$ cat config.mk
export PLATFORM = sky130hd
export DESIGN_NAME = scarv_soc_bram_port_ctrl
export DESIGN_NICKNAME = d
export VERILOG_FILES = /design/src/rtl/scarv_soc_bram_port_ctrl.sv
export SDC_FILE = /design/constraint.sdc
export NUM_CORES = 1
export LEC_CHECK = 0
export CAP_MARGIN = 15
export CORE_ASPECT_RATIO = 1.1
export CORE_MARGIN = 8
export CORE_UTILIZATION = 33
export CTS_CLUSTER_DIAMETER = 120
export DETAILED_ROUTE_END_ITERATION = 12
export PLACE_DENSITY_LB_ADDON = 0.12
export SLEW_MARGIN = 20
export SYNTH_ARGS = -nofsm -noshare
export SYNTH_HDL_FRONTEND = slang
export SYNTH_SLANG_ARGS = --single-unit
$ cat constraint.sdc
create_clock -name g_clk -period 2.9 [get_ports g_clk]
set_input_delay 0.58 -clock g_clk [delete_from_list [all_inputs] [get_ports g_clk]]
set_output_delay 0.58 -clock g_clk [all_outputs]
set_load 0.05 [all_outputs]
$ cat src/rtl/scarv_soc_bram_port_ctrl.sv
// scarv_soc_bram_port_ctrl: bus-to-BRAM port controller with range/protection checks and response buffering
module scarv_soc_bram_port_ctrl #(
    parameter logic [31:0] BASE     = 32'h0000_0000,
    parameter int          DEPTH    = 1024,
    parameter bit          WRITE_EN = 1'b1,
    localparam int         LW       = $clog2(DEPTH)
) (
    input  logic          g_clk,
    input  logic          g_reset,
    input  logic          mem_req,
    output logic          mem_gnt,
    input  logic          mem_wen,
    input  logic [3:0]    mem_strb,
    input  logic [31:0]   mem_addr,
    input  logic [31:0]   mem_wdata,
    output logic          mem_recv,
    input  logic          mem_ack,
    output logic          mem_error,
    output logic [31:0]   mem_rdata,
    output logic          bram_en,
    output logic [3:0]    bram_we,
    output logic [LW-1:0] bram_addr,
    output logic [31:0]   bram_din,
    input  logic [31:0]   bram_dout
);

    typedef enum logic [1:0] {IDLE, LIVE, HOLD, ERR} state_t;

    state_t      state_q, state_d;
    logic [31:0] hold_q, hold_d;
    logic        slot_free, req_err;

    always_comb begin
        req_err   = (mem_addr[31:LW] != BASE[31:LW]) || (mem_addr[1:0] != 2'b00) || (mem_wen && !WRITE_EN);
        slot_free = (state_q == IDLE) || mem_ack;
        mem_gnt   = mem_req && slot_free && !g_reset;
        bram_en   = mem_gnt && !req_err;
        bram_we   = (bram_en && mem_wen) ? mem_strb : 4'b0000;
        bram_addr = mem_addr[LW-1:0];
        bram_din  = mem_wdata;
        mem_recv  = state_q != IDLE;
        mem_error = state_q == ERR;
        mem_rdata = (state_q == LIVE) ? bram_dout : (state_q == HOLD) ? hold_q : 32'h0;
        // LIVE data comes straight from the BRAM and must be captured before the port is reused
        hold_d    = (state_q == LIVE && !mem_ack) ? bram_dout : hold_q;
        state_d   = state_q;
        if (slot_free)
            state_d = !mem_gnt ? IDLE : req_err ? ERR : LIVE;
        else if (state_q == LIVE)
            state_d = HOLD;
    end

    always_ff @(posedge g_clk) begin
        if (g_reset) begin
            state_q <= IDLE;
            hold_q  <= 32'h0;
        end else begin
            state_q <= state_d;
            hold_q  <= hold_d;
        end
    end

endmodule

Yosys cells after proc, flatten, opt, wreduce, memory -nomap -nowiden

Cells that the tools add are included.
W data, S select, Z words.

Reduce and logical (&&, ||, !) cells: 15
Equal/unequal tests: 3
Muxes and demuxes: 7

Operators by type and width:

| operator             | number |
|---|---|
| $mux W32             | 2 |
| $reduce_bool A22 Y1  | 1 |
| $mux W2              | 4 |
| $reduce_bool A2 Y1   | 3 |
| $logic_and A1 B1 Y1  | 5 |
| $eq A2 B2 Y1 const B | 2 |
| $mux W4              | 1 |
| $logic_not A1 Y1     | 3 |
| $eq A2 B1 Y1 const B | 1 |
| $logic_not A2 Y1     | 1 |
| $logic_or A1 B1 Y1   | 2 |

Bits in registers: 34
Input port bits: 105
Output and inout port bits: 82
Logic and storage cells: 27

Logic depth before layout (Yosys ltp)

Gate-level depths: netlist of run 1.

Depth in word-level cells: 7
Mapped depth: 7
Gate-level depth less buffers: 4

Worst setup path after synthesis of run 1

No wires, ideal clock.

Kind: input -> output
Start: input mem_addr[22]
End: output bram_en
Data required time: 2.320 ns
Data arrival time: 2.118 ns
Buffers on the path: 0
Cell stages on the path: 3
Setup slack: 0.202 ns
Cells stage by stage: nor4_1 nand4_1 nor3_1

Word-level cells in the longest chain between the ends: 4

RTL lines:

| what                | line | source |
|---|---|---|
| start: declaration  | 14   | `input logic [31:0] mem_addr,` |
| $reduce_bool A22 Y1 | 34   | `req_err = (mem_addr[31:LW] != BASE[31:LW]) \|\| (mem_addr[1:0] != 2'b00) \|\| (mem_wen && !WRITE_EN);` |
| $logic_or A1 B1 Y1  | 34   |  |
| $logic_not A1 Y1    | 37   | `bram_en = mem_gnt && !req_err;` |
| $logic_and A1 B1 Y1 | 37   |  |
| end: declaration    | 20   | `output logic bram_en,` |

Every way passes these cells.

Worst setup path in the final report of run 1

Start: input mem_addr[11]
End: output bram_en

Same word-level chain as after synthesis.

==> summary.txt, run 1 <==
Status
  • Status: completed

Power and ir drop
  • Power Density: 389 nW/um2
  • Worst IR Drop VDD: 0.184 mV
  • Leakage: 1.18 nW

Route
  • DR vias: 1874
  • # DRC: 0
  • Vias per cell: 4.78
  • DRT Pass-1 Iters: 4
  • DRT iter0 DRCs: 80
  • Drt wl/cell: 14.7 um
  • Routed WL: 5770 um
  • DRT antenna net count: 0

Critical path
  • CP arrival: 2180 ps
  • Worst Setup Start Kind: input port
  • CP cell instances: clkdlybuf4s50_1, nor4_2, nand4_1, buf_4, nor3_1, buf_12
  • Reg2Reg Capture Point: hold_q[22]$_SDFFE_PP0P_
  • Slowest-stage cell, CP: clkdlybuf4s50_1
  • Reg2reg path depth: 6
  • CP Class: in -> out
  • Top delay family on crit path: buffers and inverters
  • Worst reg2reg path startpoint: state_q[0]$_SDFFE_PP0P_
  • Flop-to-flop setup slack: 1070 ps
  • Slowest stage delay, CP: 410 ps
  • Critical path capture point type: output port
  • Worst Path Required: 2320 ps
  • CP max FO: 3
  • Worst path bufs/invs: 3

STA
  • Final Skew: 2.35 ps
  • Hold slack: 454 ps
  • Post-route minimum period: 2760 ps
  • Final setup fails: 0
  • Relative slew slack: 0.593
  • Period utilisation layout: 0.952
  • Slew Limit Fails: 0
  • Setup TNS Final: 0 ps
  • RSZ-0062 raised after global routing: true
  • Actual slew at the worst max-slew pin: 610 ps
  • Final Hold Vio Count: 0
  • Max Fclk: 362 MHz

Worst hold path
  • Worst hold stages: 2
  • Hold Crit Start: hold_q[6]$_SDFFE_PP0P_
  • Hold Crit Class: reg -> reg
  • Worst Hold Endpoint: hold_q[6]$_SDFFE_PP0P_

Clocking
  • Max clock buf depth: 2
  • TritonCTS Buffers: 5
  • Root buffer selected by CTS: clkbuf_8
  • Worst skew pair latency: 280 ps
  • Worst-path clk slew: 60 ps
  • H-tree Lvls: 2
  • CTS Sinks: 34
  • Hold Buf Count CTS: 0
  • CTS tree: done

GRT
  • Pin count of the biggest net entering global routing: 35
  • Global-route wire length before repair: 9250 um
  • All-Layer GR Usage: 0.132
  • GRT overflow: 0
  • Vias in the first global route: 1947
  • Initial antenna violation count: 0

Yosys
  • Synth top area share: 0.347
  • Syn_nets: 356
  • Commonest cells post-synth: nand2_1 (66), buf_4 (44), dfxtp_1 (34), a21oi_1 (33), a22o_1 (32)
  • FF+latch count, synth: 34
  • Synth async-reset ratio: 0
  • Post-synth top area cell: dfxtp_1
  • Synthesized instance count: 251
  • Synth top area cells: dfxtp_1 (35%), buf_4 (17%), a22o_1 (14%)
  • Yosys cell types: 23
  • Count leader, synth: nand2_1
  • Netlist Area Pre-Place: 1960 um2
  • Top_reg_cell synth: dfxtp_1
  • Sequential fraction of the synthesis area: 0.347
  • EDFF count, synth: 0
  • Synthesized area per cell: 7.81 um2
  • Yosys warnings: 0

Die
  • CORE AREA: 5770 um2
  • Die area: 8660 um2
  • Initial Utilization: 0.340
  • Site row count: 29
  • Chip Height: 96.8 um
  • Die X: 89.5 um
  • IO Count: 187

Place
  • DPL Wire Length: 4380 um
  • Input/output buffers: 106
  • Placed cell count: 383
  • RePlAce Congestion: 0.693

Finish
  • Final core utilization: 0.537
  • Total Nets Final: 419
  • Area of the multi-input gates: 866 um2
  • FF+latch area: 681 um2
  • Area grow syn2layout: 58.2%
  • Final Instance Count excl. Fillers: 392
  • Layout cell share with drive strength beyond 1: 0.200
  • Filler Cell Count: 527
  • Ant diodes: 0

Run
  • Max_cap viols: 0
==> per-stage QoR <==
stage	setup WS [ps]	area (um2)	total power, mW
2_1_floorplan	202	1960	0.821
3_3_place_gp	89.7	2950	0.860
3_5_place_dp	67.5	2980	0.865
4_1_cts	71.0	3070	1.22
5_1_grt	-28.4	3100	1.26
6_report	139	3100	1.21
==> worst max path at each step <==
stage | slack (ps) | cells after the start | from | to
final | 140 | 6 | mem_addr[11] | bram_en
after global routing | -30 | 6 | mem_addr[11] | bram_we[0]
after CTS | 70 | 6 | mem_addr[29] | bram_we[3]
after detailed placement | 70 | 6 | mem_addr[29] | bram_we[0]
after global placement | 90 | 6 | mem_addr[29] | bram_we[0]
after floorplan | 200 | 3 | mem_addr[22] | bram_en
==> cell families after synthesis <==
logic type / share of synthesized area
simple gates: 0.191
compound gates: 0.238
buf+inv: 0.224
flops: 0.347
==> flip-flops by register name, summed over array words and instances (netlist names) <==
register / flops
hold_q: 32
state_q: 2
==> report_power, final <==
group | switching (mW) | leakage (nW) | internal [mW] | total [mW]
clock network | 0.162 | 0.0482 | 0.191 | 0.353
registers | 0.00831 | 0.276 | 0.481 | 0.490
logic | 0.183 | 0.852 | 0.180 | 0.363
total | 0.353 | 1.18 | 0.853 | 1.21
==> routing by layer <==
| layer | track usage | share of wire | up-vias |
|---|---|---|---|
| met1 | 0.143 | 0.38 | 837 |
| met3 | 0.0711 | 0.13 | 14 |
| met5 | 0 | 0 | - |
| met2 | 0.215 | 0.48 | 84 |
| met4 | 0.0397 | 0.011 | 0 |
| li1 | - | - | 939 |
==> cells in the final DEF, fill, tap and decap left out, types with 2 or more instances in the layout <==
| cell type | count |
|---|---|
| buf_12 | 23 |
| nor4_1 | 4 |
| a22o_1 | 32 |
| nor4_2 | 2 |
| clkbuf_8 | 6 |
| inv_1 | 3 |
| dfxtp_1 | 34 |
| nor2b_2 | 2 |
| clkdlybuf4s50_1 | 67 |
| a21oi_1 | 33 |
| and2_1 | 4 |
| buf_4 | 26 |
| nand2_1 | 66 |
==> area by class of cell <==
| type | count | share of cell area |
|---|---|---|
| Timing Repair Buffer | 117 | 0.437 |
| Multi-Input combinational cell | 153 | 0.279 |
| Sequential cell | 34 | 0.220 |
| Tap cell | 77 | 0.0311 |
| Clock buffer | 7 | 0.0279 |
| Inverter | 3 | 0.00363 |
| Clock inverter | 1 | 0.00161 |
==> worst register-to-register path: cells and delay by family (launching register included) <==
| family | cells | cell delay, ps |
|---|---|---|
| AOI/OAI and AO/OA | 1 | 120 |
| buffers and inverters | 2 | 460 |
| DFF | 1 | 410 |
| and+or+nand+nor | 3 | 780 |
==> repair_timing <==
item / 4_1_cts / 5_1_grt
setup buffers: 0 / 1
resized for setup: 0 / 3
hold endpoints to repair: 0 / 0
setup endpoints to repair: 0 / 4
Power figures use the tool's default switching activity.
==> run 2: changes to the inputs <==
CTS_BUF_LIST = sky130_fd_sc_hd__clkbuf_16   (was default)
==> summary.txt, run 2 (synthesis gave the netlist of run 1 again) <==
Place
  • Placed cell count: 383
  • Input/output buffers: 106
  • Place WS: 67.5 ps
  • RePlAce Congestion: 0.693
  • DP Area: 2980 um2
  • DPL Wire Length: 4380 um

Critical path
  • Flop-to-flop setup slack: 1090 ps
  • Worst Setup Start Kind: input port
  • CP max FO: 3
  • Critical path capture point type: output port
  • Worst Path Required: 2320 ps
  • CP arrival: 2180 ps
  • Reg2reg path depth: 6
  • Worst reg2reg path startpoint: state_q[0]$_SDFFE_PP0P_
  • CP Class: in -> out
  • Reg2Reg Capture Point: hold_q[22]$_SDFFE_PP0P_

Status
  • Status: completed

Finish
  • Area of the multi-input gates: 866 um2
  • Ant diodes: 0
  • Commonest non-fill, non-tap cell in the layout: clkdlybuf4s50_1
  • Regs by FF count: hold_q (32), state_q (2)
  • Final Instance Count excl. Fillers: 392
  • Max reg flops: 32
  • Layout cell share with drive strength beyond 1: 0.197
  • Design Area, Final: 3150 um2
  • Filler Cell Count: 522
  • FF+latch area: 681 um2
  • Biggest register: hold_q
  • Area grow syn2layout: 60.5%
  • Final core utilization: 0.545
  • Most frequent cells in the layout: clkdlybuf4s50_1 (67), nand2_1 (66), dfxtp_1 (34)
  • Total Nets Final: 419

STA
  • Relative slew slack: 0.596
  • Actual slew at the worst max-slew pin: 606 ps
  • Post-route minimum period: 2760 ps
  • Max Fclk: 362 MHz
  • Final Skew: 2.85 ps
  • Final Hold Vio Count: 0
  • Slew Limit Fails: 0
  • RSZ-0062 raised after global routing: true
  • Period utilisation layout: 0.953
  • Final setup fails: 0
  • Setup ws final: 137 ps

Power and ir drop
  • Power Density: 425 nW/um2
  • Internal power: 972 uW
  • Worst IR Drop VDD: 0.196 mV
  • Flop pwr share: 0.367
  • Net Switching: 366 uW
  • Leakage: 1.20 nW
  • Clk pwr share: 0.363
  • Switching Share: 0.274
  • Combinational Power Share: 0.271

Route
  • DRT antenna net count: 0
  • DRT Pass-1 Iters: 4
  • Routed WL: 5760 um
  • Drt wl/cell: 14.7 um
  • DR vias: 1862
  • # DRC: 0
  • DRT iter0 DRCs: 71
  • Vias per cell: 4.75

Die
  • Die area: 8660 um2
  • Chip Height: 96.8 um
  • Die X: 89.5 um
  • CORE AREA: 5770 um2
  • IO Count: 187
  • Initial Utilization: 0.340
  • Site row count: 29

GRT
  • GRT overflow: 0
  • Global-route wire length before repair: 9240 um
  • All-Layer GR Usage: 0.132
  • Initial antenna violation count: 0
  • Pin count of the biggest net entering global routing: 35
  • Vias in the first global route: 1955

Clocking
  • Max clock buf depth: 2
  • H-tree Lvls: 2
  • Worst-path clk slew: 50 ps
  • CTS tree: done
  • Worst skew pair latency: 270 ps
  • TritonCTS Buffers: 5
  • Root buffer selected by CTS: clkbuf_16
  • CTS Sinks: 34

Run
  • Max_cap viols: 0

Worst hold path
  • Worst Hold Endpoint: hold_q[23]$_SDFFE_PP0P_
  • Hold Crit Class: reg -> reg
  • Worst hold stages: 2
  • Hold Crit Start: hold_q[23]$_SDFFE_PP0P_
==> run 2: metrics by stage <==
stage | hold slack, ps | setup TNS, ps | total power [mW]
2_1_floorplan | 436 | 0 | 0.821
3_3_place_gp | 441 | 0 | 0.860
3_5_place_dp | 446 | 0 | 0.865
4_1_cts | 454 | 0 | 1.36
5_1_grt | 466 | -103 | 1.40
6_report | 451 | 0 | 1.34
==> run 2: routing by layer <==
metal	GRT usage	vias to the layer above	part of all wire
met4	0.0397	0	0.010
met3	0.0711	12	0.13
met5	0	-	0
met1	0.142	828	0.39
met2	0.216	83	0.48
li1	-	939	-
==> run 2: layout make-up <==
class / instances / share of cell area
clock buffer: 5 / 0.0398
timing repair buffer: 117 / 0.430
multi-input combinational: 153 / 0.275
clock inverter: 3 / 0.00398
tap: 77 / 0.0306
inverter: 3 / 0.00358
sequential: 34 / 0.216
==> run 2: power groups by stage <==
| stage | Combinational [mW] | Clock [mW] | Sequential (mW) |
|---|---|---|---|
| 6_report | 0.362 | 0.485 | 0.491 |
| 5_1_grt | 0.383 | 0.523 | 0.492 |
| 2_1_floorplan | 0.323 | 0 | 0.498 |
| 3_5_place_dp | 0.364 | 0 | 0.500 |
| 3_3_place_gp | 0.360 | 0 | 0.500 |
| 4_1_cts | 0.365 | 0.507 | 0.490 |
==> run 2: worst max path at each step <==
stage	to	startpoint	slack, ps	depth (start not counted)
after CTS	bram_we[3]	mem_addr[29]	70	6
after global routing	bram_we[0]	mem_addr[11]	-30	6
after detailed placement	bram_we[0]	mem_addr[29]	70	6
after global placement	bram_we[0]	mem_addr[29]	90	6
after floorplan	bram_en	mem_addr[22]	200	3
final	bram_en	mem_addr[11]	140	6
==> run 2: worst max-delay path, cell delays in order <==
cell             delay (ps)
clkdlybuf4s50_1         410
nor4_2                  270
nand4_1                 230
buf_4                   200
nor3_1                  300
buf_12                  190
==> run 2: timing repair <==
action | in CTS | in global routing
resized for setup | 0 | 3
hold buffers | 0 | 0
hold endpoints to repair | 0 | 0
setup buffers | 0 | 1
setup endpoints to repair | 0 | 4
==> run 3: changes to the inputs <==
CELL_PAD_IN_SITES_DETAIL_PLACEMENT = 0   (was default)
CELL_PAD_IN_SITES_GLOBAL_PLACEMENT = 2   (was default)
CORE_UTILIZATION = 15   (was 33)
GPL_TIMING_DRIVEN = 1   (was default)
SETUP_SLACK_MARGIN = 0.15   (was default)
==> summary.txt, run 3 (synthesis gave the netlist of run 1 again) <==
STA
  • RSZ-0062 raised after global routing: true
  • Post-route minimum period: 2630 ps
  • Final Skew: 5.17 ps
  • Slew Limit Fails: 0
  • Setup TNS Final: 0 ps
  • Final Hold Vio Count: 0
  • Relative slew slack: 0.558
  • Actual slew at the worst max-slew pin: 663 ps
  • Period utilisation layout: 0.906
  • Final setup fails: 0
  • Max Fclk: 381 MHz
  • Setup ws final: 273 ps

Place
  • Place WS: 25.7 ps
  • DPL Wire Length: 5230 um
  • DP Area: 3280 um2
  • Input/output buffers: 106
  • RePlAce Congestion: 0.623

Worst hold path
  • Worst hold stages: 2
  • Hold Crit Class: reg -> reg
  • Worst Hold Endpoint: hold_q[4]$_SDFFE_PP0P_
  • Hold Crit Start: hold_q[4]$_SDFFE_PP0P_

Critical path
  • Critical path capture point type: output port
  • Flop-to-flop setup slack: 1050 ps
  • CP arrival: 2050 ps
  • CP Class: in -> out
  • Worst path bufs/invs: 2
  • CP max FO: 4
  • Reg2Reg Capture Point: hold_q[21]$_SDFFE_PP0P_
  • Slowest-stage cell, CP: clkdlybuf4s50_1
  • Worst reg2reg path startpoint: state_q[0]$_SDFFE_PP0P_
  • Top delay family on crit path: simple AND/OR/NAND/NOR gates
  • Worst Setup Start Kind: input port
  • Slowest stage delay, CP: 400 ps
  • Worst Path Required: 2320 ps
  • CP cell instances: clkdlybuf4s50_1, nor4_1, nand4_1, nor4_4, and2_4, buf_12
  • Reg2reg path depth: 5

Clocking
  • TritonCTS Buffers: 5
  • Worst skew pair latency: 280 ps
  • Hold Buf Count CTS: 0
  • Max clock buf depth: 2
  • H-tree Lvls: 2
  • CTS Sinks: 34
  • Root buffer selected by CTS: clkbuf_16
  • CTS tree: done
  • Worst-path clk slew: 60 ps

Route
  • DRT Pass-1 Iters: 4
  • Routed WL: 7120 um
  • DRT antenna net count: 0
  • Vias per cell: 4.02
  • DRT iter0 DRCs: 91
  • Drt wl/cell: 15.0 um
  • # DRC: 0
  • DR vias: 1910

Power and ir drop
  • Worst IR Drop VDD: 0.196 mV
  • Internal power: 995 uW
  • Leakage: 1.26 nW
  • Power Density: 409 nW/um2
  • Clk pwr share: 0.371
  • Combinational Power Share: 0.281
  • Flop pwr share: 0.349
  • Switching Share: 0.294
  • Net Switching: 413 uW

GRT
  • Initial antenna violation count: 0
  • Pin count of the biggest net entering global routing: 35
  • All-Layer GR Usage: 0.0839
  • Vias in the first global route: 2076
  • Global-route wire length before repair: 11400 um
  • GRT overflow: 0

Finish
  • Design Area, Final: 3440 um2
  • Ant diodes: 0
  • FF+latch area: 681 um2
  • Total Nets Final: 418
  • Max reg flops: 32
  • Commonest non-fill, non-tap cell in the layout: nand2_1
  • Final core utilization: 0.265
  • Layout cell share with drive strength beyond 1: 0.213
  • Filler Cell Count: 1412
  • Most frequent cells in the layout: nand2_1 (66), clkdlybuf4s50_1 (54), buf_12 (40)
  • Biggest register: hold_q
  • Regs by FF count: hold_q (32), state_q (2)
  • Area grow syn2layout: 75.8%
  • Area of the multi-input gates: 890 um2

Die
  • Die X: 125 um
  • IO Count: 187
  • Die area: 17000 um2
  • CORE AREA: 13000 um2
  • Site row count: 44
  • Chip Height: 136 um
  • Initial Utilization: 0.151

Run
  • Max_cap viols: 0

Status
  • Status: completed
==> run 3: cell count changes in the layout (fill, tap and decap cells not counted), sizes merged <==
cell / delta
inv: -1
clkinvlp: +1
dlygate4sd2: +13
clkdlybuf4s50: -13
buf: -1
==> run 3: layer usage <==
metal | GRT usage | wire length, um | part of all wire
met4 | 0.0298 | 89 | 0.013
met5 | 0 | 0 | 0
met3 | 0.0463 | 834 | 0.12
met1 | 0.0896 | 2940 | 0.41
met2 | 0.138 | 3260 | 0.46
==> run 3: metrics by stage <==
stage	hold slack [ps]	power, mW	instances
finish	453	1.41	475
global route	471	1.48	475
CTS	454	1.44	475
detailed placement	446	0.907	466
global placement	443	0.908	466
floorplan	436	0.821	251
==> run 3: timing repair <==
action / CTS / global route
setup endpoints to repair: 4 / 5
resized for setup: 20 / 1
pin swaps: 7 / 4
buffers inserted: 1 / 0
==> run 3: tightest hold or removal path: cells and delay by family (launching register included) <==
| family | cells | cell delay (ps) |
|---|---|---|
| flops | 1 | 310 |
| compound gates | 1 | 50 |
| simple gates | 1 | 50 |
==> run 3: cell type report <==
cell class / instances / share of cell area
clock buffers: 5 / 0.0363
multi-input cells: 153 / 0.258
flip-flops and latches: 34 / 0.198
well taps: 161 / 0.0585
clock inverters: 3 / 0.00472
inverters: 3 / 0.00327
repair buffers: 116 / 0.441
==> run 3: worst max-delay path by stage <==
stage	startpoint	end	slack [ps]	cells after the start
floorplan	mem_addr[22]	bram_en	200	3
global placement	mem_addr[29]	bram_we[3]	4	6
detailed placement	mem_addr[29]	bram_we[3]	30	6
CTS	mem_addr[11]	bram_we[3]	170	6
global route	mem_addr[29]	bram_en	150	6
finish	mem_addr[11]	bram_we[1]	270	6
==> run 3: power by group through the flow <==
| stage | clock network (mW) | registers [mW] | logic (mW) |
|---|---|---|---|
| 5_1_grt | 0.566 | 0.493 | 0.420 |
| 6_report | 0.522 | 0.491 | 0.395 |
| 2_1_floorplan | 0 | 0.498 | 0.323 |
| 3_5_place_dp | 0 | 0.501 | 0.406 |
| 3_3_place_gp | 0 | 0.501 | 0.407 |
| 4_1_cts | 0.547 | 0.491 | 0.403 |
